===== config.mk =====
export PLATFORM = sky130hd
export DESIGN_NAME = pipe_control_unit_flat
export DESIGN_NICKNAME = d
export VERILOG_FILES = /design/src/rtl/pipe_control_unit_if.sv /design/src/rtl/pipe_control_unit.sv /design/src/flat_wrapper.sv
export SDC_FILE = /design/constraint.sdc
export NUM_CORES = 1
export LEC_CHECK = 0
export BUFFER_PORTS_ARGS = -buffer_cell sky130_fd_sc_hd__buf_4
export CORE_MARGIN = 2
export CORE_UTILIZATION = 50
export DETAILED_ROUTE_END_ITERATION = 8
export HOLD_SLACK_MARGIN = 0.06
export PLACE_DENSITY = 0.89
export SKIP_CTS_REPAIR_TIMING = 1
export SLEW_MARGIN = 20
export SYNTH_ARGS = -nofsm -noshare
export SYNTH_HDL_FRONTEND = slang
export SYNTH_SLANG_ARGS = --single-unit

===== constraint.sdc =====
create_clock -name clk -period 2.38 [get_ports clk]
set_clock_uncertainty 0.15 [all_clocks]
set_input_delay 0 -clock clk [delete_from_list [all_inputs] [get_ports clk]]
set_output_delay 0 -clock clk [all_outputs]
set_load 0.02 [all_outputs]

===== src/rtl/pipe_control_unit_if.sv =====
// Decode-to-EX control bundle between the pipeline datapath (master) and
// the pipe control unit (slave).
interface pipe_control_unit_if #(
  parameter int OPCODE_W = 5,
  parameter int REG_W    = 3,
  parameter int CNT_W    = 16
);
  logic                id_valid;
  logic [OPCODE_W-1:0] id_opcode;
  logic [REG_W-1:0]    id_rs;
  logic [REG_W-1:0]    id_rt;
  logic [REG_W-1:0]    id_rd;
  logic                flag_z;
  logic                flag_l;
  logic                flag_g;

  logic                ex_reg_write;
  logic                ex_is_move;
  logic                ex_is_mem_access;
  logic                ex_is_imm;
  logic                ex_flags_write;
  logic                ex_dm_write;
  logic [2:0]          ex_alu_func;
  logic [REG_W-1:0]    ex_rd;
  logic                stall;
  logic                flush;
  logic                branch_taken;
  logic                illegal_op;
  logic [CNT_W-1:0]    stall_count;

  modport master (
    output id_valid, id_opcode, id_rs, id_rt, id_rd, flag_z, flag_l, flag_g,
    input  ex_reg_write, ex_is_move, ex_is_mem_access, ex_is_imm,
           ex_flags_write, ex_dm_write, ex_alu_func, ex_rd,
           stall, flush, branch_taken, illegal_op, stall_count
  );

  modport slave (
    input  id_valid, id_opcode, id_rs, id_rt, id_rd, flag_z, flag_l, flag_g,
    output ex_reg_write, ex_is_move, ex_is_mem_access, ex_is_imm,
           ex_flags_write, ex_dm_write, ex_alu_func, ex_rd,
           stall, flush, branch_taken, illegal_op, stall_count
  );
endinterface


===== src/rtl/pipe_control_unit.sv =====
// Decode and EX-stage control register with load-use stall, branch flush,
// sticky illegal-opcode flag and a saturating stall counter.
module pipe_control_unit #(
  parameter int OPCODE_W = 5,
  parameter int REG_W    = 3,
  parameter int CNT_W    = 16
) (
  input  logic                 clk,
  input  logic                 rst_n,
  pipe_control_unit_if.slave   bus
);

  typedef enum logic [4:0] {
    OP_NOP  = 5'd0,  OP_ADD  = 5'd1,  OP_SUB  = 5'd2,  OP_OR   = 5'd3,
    OP_AND  = 5'd4,  OP_XOR  = 5'd5,  OP_MOV  = 5'd6,  OP_LW   = 5'd7,
    OP_SW   = 5'd8,  OP_LI   = 5'd9,  OP_ADDI = 5'd10, OP_SUBI = 5'd11,
    OP_CMP  = 5'd12, OP_JZ   = 5'd13, OP_JNZ  = 5'd14, OP_JG   = 5'd15,
    OP_JL   = 5'd16, OP_JUMP = 5'd17
  } opcode_e;

  typedef struct packed {
    logic       reg_write;
    logic       is_move;
    logic       is_mem_access;
    logic       is_imm;
    logic       flags_write;
    logic       dm_write;
    logic [2:0] alu_func;
    logic       jz;
    logic       jnz;
    logic       jg;
    logic       jl;
    logic       jump;
  } ctrl_t;

  ctrl_t            dec_ctrl;
  logic             dec_illegal;
  logic             upper_nz;
  logic             hazard;
  logic             branch_taken;
  logic             stall;
  logic             load_bubble;

  ctrl_t            ex_d, ex_q;
  logic [REG_W-1:0] ex_rd_d, ex_rd_q;
  logic             illegal_d, illegal_q;
  logic [CNT_W-1:0] cnt_d, cnt_q;

  assign upper_nz = (bus.id_opcode >> 5) != '0;

  // NOTE: every output of a combinational block gets a default first so no path
  // through the case statement can leave a value unassigned and infer a latch.
  always_comb begin
    dec_ctrl    = '0;
    dec_illegal = 1'b0;
    if (bus.id_valid) begin
      if (upper_nz) begin
        dec_illegal = 1'b1;
      end else begin
        case (opcode_e'(bus.id_opcode[4:0]))
          OP_NOP:  ;
          OP_ADD, OP_SUB, OP_OR, OP_AND, OP_XOR: begin
            dec_ctrl.reg_write   = 1'b1;
            dec_ctrl.flags_write = 1'b1;
            dec_ctrl.alu_func    = bus.id_opcode[2:0];
          end
          OP_MOV:  begin dec_ctrl.reg_write = 1'b1; dec_ctrl.is_move = 1'b1; end
          OP_LW:   begin dec_ctrl.reg_write = 1'b1; dec_ctrl.is_mem_access = 1'b1; end
          OP_SW:   dec_ctrl.dm_write = 1'b1;
          OP_LI:   begin dec_ctrl.reg_write = 1'b1; dec_ctrl.is_imm = 1'b1; end
          OP_ADDI, OP_SUBI: begin
            dec_ctrl.reg_write   = 1'b1;
            dec_ctrl.is_imm      = 1'b1;
            dec_ctrl.flags_write = 1'b1;
            dec_ctrl.alu_func    = (bus.id_opcode[4:0] == OP_ADDI) ? 3'd1 : 3'd2;
          end
          OP_CMP:  begin dec_ctrl.flags_write = 1'b1; dec_ctrl.alu_func = 3'd2; end
          OP_JZ:   dec_ctrl.jz   = 1'b1;
          OP_JNZ:  dec_ctrl.jnz  = 1'b1;
          OP_JG:   dec_ctrl.jg   = 1'b1;
          OP_JL:   dec_ctrl.jl   = 1'b1;
          OP_JUMP: dec_ctrl.jump = 1'b1;
          default: dec_illegal = 1'b1;
        endcase
      end
    end
  end

  // A load in EX can only be identified by is_mem_access; stores use dm_write alone.
  assign hazard = ex_q.is_mem_access && bus.id_valid &&
                  ((ex_rd_q == bus.id_rs) || (ex_rd_q == bus.id_rt));

  assign branch_taken = ex_q.jump | (ex_q.jz & bus.flag_z) | (ex_q.jnz & ~bus.flag_z) |
                        (ex_q.jg & bus.flag_g) | (ex_q.jl & bus.flag_l);

  // A taken branch squashes the instruction in decode, so its hazard is moot.
  assign stall       = hazard & ~branch_taken;
  assign load_bubble = stall | branch_taken | ~bus.id_valid;

  always_comb begin
    ex_d      = load_bubble ? '0 : dec_ctrl;
    ex_rd_d   = load_bubble ? '0 : bus.id_rd;
    illegal_d = illegal_q | dec_illegal;
    cnt_d     = (stall && !(&cnt_q)) ? cnt_q + CNT_W'(1) : cnt_q;
  end

  // NOTE: sequential state uses non-blocking assignments so every register
  // samples pre-edge values regardless of statement order.
  always_ff @(posedge clk or negedge rst_n) begin
    if (!rst_n) begin
      ex_q      <= '0;
      ex_rd_q   <= '0;
      illegal_q <= 1'b0;
      cnt_q     <= '0;
    end else begin
      ex_q      <= ex_d;
      ex_rd_q   <= ex_rd_d;
      illegal_q <= illegal_d;
      cnt_q     <= cnt_d;
    end
  end

  assign bus.ex_reg_write     = ex_q.reg_write;
  assign bus.ex_is_move       = ex_q.is_move;
  assign bus.ex_is_mem_access = ex_q.is_mem_access;
  assign bus.ex_is_imm        = ex_q.is_imm;
  assign bus.ex_flags_write   = ex_q.flags_write;
  assign bus.ex_dm_write      = ex_q.dm_write;
  assign bus.ex_alu_func      = ex_q.alu_func;
  assign bus.ex_rd            = ex_rd_q;
  assign bus.stall            = stall;
  assign bus.flush            = branch_taken;
  assign bus.branch_taken     = branch_taken;
  assign bus.illegal_op       = illegal_q;
  assign bus.stall_count      = cnt_q;

endmodule


===== src/flat_wrapper.sv =====
// flat-port wrapper written by rule: the top's interface ports become plain ports
module pipe_control_unit_flat 
#(
  parameter int OPCODE_W = 5,
  parameter int REG_W    = 3,
  parameter int CNT_W    = 16
)
  (clk, rst_n, bus_id_valid, bus_id_opcode, bus_id_rs, bus_id_rt, bus_id_rd, bus_flag_z, bus_flag_l, bus_flag_g, bus_ex_reg_write, bus_ex_is_move, bus_ex_is_mem_access, bus_ex_is_imm, bus_ex_flags_write, bus_ex_dm_write, bus_ex_alu_func, bus_ex_rd, bus_stall, bus_flush, bus_branch_taken, bus_illegal_op, bus_stall_count);
  pipe_control_unit_if #(.OPCODE_W(OPCODE_W), .REG_W(REG_W), .CNT_W(CNT_W)) bus_i ();
  input  logic clk;
  input  logic rst_n;
  input wire logic [$bits(bus_i.id_valid)-1:0] bus_id_valid;
  input wire logic [$bits(bus_i.id_opcode)-1:0] bus_id_opcode;
  input wire logic [$bits(bus_i.id_rs)-1:0] bus_id_rs;
  input wire logic [$bits(bus_i.id_rt)-1:0] bus_id_rt;
  input wire logic [$bits(bus_i.id_rd)-1:0] bus_id_rd;
  input wire logic [$bits(bus_i.flag_z)-1:0] bus_flag_z;
  input wire logic [$bits(bus_i.flag_l)-1:0] bus_flag_l;
  input wire logic [$bits(bus_i.flag_g)-1:0] bus_flag_g;
  output wire logic [$bits(bus_i.ex_reg_write)-1:0] bus_ex_reg_write;
  output wire logic [$bits(bus_i.ex_is_move)-1:0] bus_ex_is_move;
  output wire logic [$bits(bus_i.ex_is_mem_access)-1:0] bus_ex_is_mem_access;
  output wire logic [$bits(bus_i.ex_is_imm)-1:0] bus_ex_is_imm;
  output wire logic [$bits(bus_i.ex_flags_write)-1:0] bus_ex_flags_write;
  output wire logic [$bits(bus_i.ex_dm_write)-1:0] bus_ex_dm_write;
  output wire logic [$bits(bus_i.ex_alu_func)-1:0] bus_ex_alu_func;
  output wire logic [$bits(bus_i.ex_rd)-1:0] bus_ex_rd;
  output wire logic [$bits(bus_i.stall)-1:0] bus_stall;
  output wire logic [$bits(bus_i.flush)-1:0] bus_flush;
  output wire logic [$bits(bus_i.branch_taken)-1:0] bus_branch_taken;
  output wire logic [$bits(bus_i.illegal_op)-1:0] bus_illegal_op;
  output wire logic [$bits(bus_i.stall_count)-1:0] bus_stall_count;
  assign bus_i.id_valid = bus_id_valid;
  assign bus_i.id_opcode = bus_id_opcode;
  assign bus_i.id_rs = bus_id_rs;
  assign bus_i.id_rt = bus_id_rt;
  assign bus_i.id_rd = bus_id_rd;
  assign bus_i.flag_z = bus_flag_z;
  assign bus_i.flag_l = bus_flag_l;
  assign bus_i.flag_g = bus_flag_g;
  assign bus_ex_reg_write = bus_i.ex_reg_write;
  assign bus_ex_is_move = bus_i.ex_is_move;
  assign bus_ex_is_mem_access = bus_i.ex_is_mem_access;
  assign bus_ex_is_imm = bus_i.ex_is_imm;
  assign bus_ex_flags_write = bus_i.ex_flags_write;
  assign bus_ex_dm_write = bus_i.ex_dm_write;
  assign bus_ex_alu_func = bus_i.ex_alu_func;
  assign bus_ex_rd = bus_i.ex_rd;
  assign bus_stall = bus_i.stall;
  assign bus_flush = bus_i.flush;
  assign bus_branch_taken = bus_i.branch_taken;
  assign bus_illegal_op = bus_i.illegal_op;
  assign bus_stall_count = bus_i.stall_count;
  pipe_control_unit #(.OPCODE_W(OPCODE_W), .REG_W(REG_W), .CNT_W(CNT_W)) u_core (.clk(clk), .rst_n(rst_n), .bus(bus_i));
endmodule

==> run_results.csv <==
group,metric,value,unit
synthesis,yosysWarnings,0,
timing,fin_crit_sh,0.9470,
routing,via_count,1340,
timing,fin_crit,2.254,ns
pwr,comb_power_share,0.120,
die,core,3078,µm²
die,ioPinCount,52,
cts,cts_buffers,5,
pwr,power_frac_seq,0.517,
setup_path,end_kind,"register",
die,placementRows,20,
routing,route.detailed.drc,0,
cts,tritoncts,"yes",
setup_path,critical_path_class,"reg -> reg",
timing,finalMaxSlewViolations,0,
min_path,holdCritPathClass,"in -> reg",
setup_path,worstPathArrival,2.40,ns
finish,drive_gt1_frac,0.3382,
placement,placed_cell_area,2001,µm²
timing,fmax,443.7,MHz
timing,slew-limit-headroom,0.7158,
finish,syn_to_final_growth,36.67,%
pwr,power.share.clock,0.363,
cts,clock_sinks,34,
grt,grt_max_degree,35,
cts,cts_buffer_depth,2,
cts,worstSkewPairLatency,0.35,ns
routing,first_iter_violations,62,
grt,grt_pass1_vias,1194,
grt,grt_remaining_overflow,0,
setup_path,required,2.52,ns
grt,antenna_found_initial,0,
setup_path,crit_buf_inv,1,
synthesis,synth.yosys.seq_area_share,0.5239,
placement,dp.cells,230,
synthesis,synth.distinct_cells,36,
routing,wirelength,3.663,mm
pwr,swShare,0.2377,
routing,wire_per_inst,14.59,µm
synthesis,syn_area_per_cell,11.28,µm²
routing,vias_per_cell,5.339,
grt,grt_usage,0.2096,
setup_path,cp_top_family,"simple AND/OR/NAND/NOR gates",
pwr,power.switching,0.2738,mW
routing,drtPass1Iterations,6,
timing,setup_viol,0,
cts,cts_max_level,2,
die,die_y,60.99,µm
die,die_x,60.99,µm
finish,antenna_cells,0,
timing,finalHoldViolCount,0,
setup_path,cpMaxStageDelayCell,"dlygate4sd3_1",
placement,portBuffers,51,
timing,worst_slew_pin_slew,0.4263,ns
cts,clkTransAtPathRegs,0.10,ns
timing,setup_tns,0,ns
finish,fin_area,2220,µm²
pwr,ir_drop,0.3611,mV
setup_path,cp_max_fo,5,
synthesis,synth_seq_cells,34,
placement,gp_congestion,0.8884,
job,drv_cap,0,
pwr,leakage,1.083,nW
setup_path,cp_slowest_stage_delay,0.56,ns
setup_path,crit_chain,"a222oi_1 -> and4b_1 -> and3_4 -> nand3_1 -> nor2_1 -> dlygate4sd3_1",
die,start_util,0.5276,
grt,grt_pass1_wl,5.513,mm
routing,antenna_left,0,
synthesis,syn-cell-area,1624,µm²
pwr,p_int,0.8783,mW
cts,cts_root_buf,"clkbuf_4",
timing,rsz0062_at_grt,"no",
finish,final_cell_count_no_fill,251,
synthesis,synth_cells,144,
finish,final_net_count,227,
synthesis,syn-num-nets,165,
setup_path,cp-start-kind,"register",
placement,hpwl,2.502,mm
pwr,power_density,519.1,nW/µm²
run_status,status,"finished, final reports clean",
die,die_area,3720,µm²
-- layer usage --
metal | GRT usage | part of all wire
met3 | 0.08102 | 0.065
met4 | 0.06211 | 0.025
met1 | 0.2369 | 0.38
met2 | 0.3671 | 0.53
met5 | 0 | 0
-- state kept, by name, indices dropped and copies added, names as in the netlist --
register and count:
u_core.bus.stall_count 16, u_core.bus.ex_dm_write 1, u_core.bus.ex_is_imm 1, u_core.bus.ex_reg_write 1
u_core.bus.ex_is_move 1, u_core.ex_q 5, u_core.bus.ex_rd 3, u_core.bus.ex_is_mem_access 1
u_core.bus.illegal_op 1, u_core.bus.ex_alu_func 3, u_core.bus.ex_flags_write 1
-- per-stage QoR --
stage               hold slack (ns)  utilization  power, mW  setup WS [ns]
floorplan                   -0.4456            -     0.6671         0.3098
global placement            -0.1942       0.6500     0.7207         0.4255
detailed placement          -0.1867       0.6500     0.7252         0.3547
CTS                         -0.5710       0.6756      1.141         0.2715
global route                 0.1897       0.7211      1.203        0.02517
finish                       0.1775       0.7211      1.152         0.1261
-- area by class of cell --
cell class                      instances  area [µm²]
Multi-Input combinational cell         96       689.4
Timing Repair Buffer                   65       530.5
Clock inverter                          2       37.54
Fill cell                             238       858.3
Tap cell                               44       55.05
Sequential cell                        34       850.8
Clock buffer                            6       41.29
Inverter                                4       15.01
-- layout by cell type (no fill, tap or decap), types with 4 or more instances in the layout --
master and count:
nand2_1 5, nor3_1 4, inv_1 4, dlygate4sd3_1 12
nand4_1 10, nor2_1 9, buf_4 52, xnor2_1 20
and3_1 9, dfrtp_1 34, clkbuf_4 5, nand3_1 9
-- power by group through the flow --
stage | combinational, mW | sequential (mW) | clock [mW]
CTS | 0.120 | 0.595 | 0.426
finish | 0.139 | 0.595 | 0.418
global placement | 0.115 | 0.605 | 0
detailed placement | 0.119 | 0.606 | 0
global route | 0.151 | 0.597 | 0.455
floorplan | 0.0516 | 0.616 | 0
-- synth_stat cells, drive strengths merged --
cell | count | area share
dfrtp | 34 | 0.52
xnor2 | 20 | 0.11
nand4 | 11 | 0.052
and3 | 10 | 0.042
nand3 | 9 | 0.028
nor2 | 9 | 0.021
buf | 7 | 0.035
nor4 | 6 | 0.035
nand2 | 5 | 0.012
and2 | 4 | 0.017
inv | 4 | 0.0092
nor3 | 4 | 0.012
clkbuf | 3 | 0.0069
a21boi | 2 | 0.016
a21oi | 2 | 0.0062
and4 | 2 | 0.012
nand2b | 2 | 0.012
a211oi | 1 | 0.0046
a222oi | 1 | 0.0062
a31oi | 1 | 0.0039
and4b | 1 | 0.0062
ha | 1 | 0.0077
mux2 | 1 | 0.0069
nand3b | 1 | 0.0046
o21ai | 1 | 0.0031
o21bai | 1 | 0.0046
xor2 | 1 | 0.0054
-- worst reg2reg max path, cell delays in order (launching register included) --
cell	delay, ns
dfrtp_1	0.37
a222oi_1	0.39
and4b_1	0.27
and3_4	0.23
nand3_1	0.11
nor2_1	0.12
dlygate4sd3_1	0.56
-- final timing paths --
kind	startpoint	endpoint	slack (ns)	cells past startpoint
worst max-delay path	u_core.ex_q[4]	u_core.ex_q[1]	0.13	6
worst min-delay path	bus_id_rt[2]	u_core.bus.stall_count[0]	0.18	6
worst max register to register	u_core.ex_q[4]	u_core.ex_q[1]	0.13	6
worst min register to register	u_core.bus.stall_count[9]	u_core.bus.stall_count[9]	0.35	1
max in group asynchronous	rst_n	u_core.bus.stall_count[15]	1.39	4
min in group asynchronous	rst_n	u_core.bus.ex_rd[0]	0.52	4
-- cells by family (layout without fill, tap and decap cells) --
| logic type | count (synthesis) | after routing | share of synthesized area |
|---|---|---|---|
| AND/OR/NAND/NOR | 64 | 64 | 0.2519 |
| flip-flops | 34 | 34 | 0.5239 |
| XOR/XNOR | 21 | 21 | 0.1133 |
| buffers and inverters | 14 | 77 | 0.05161 |
| AO/OA/AOI/OAI | 9 | 9 | 0.04469 |
| adder cells (fa/ha/maj) | 1 | 1 | 0.007703 |
| multiplexers | 1 | 1 | 0.006933 |
No activity file was read; power rests on OpenSTA's default activity.
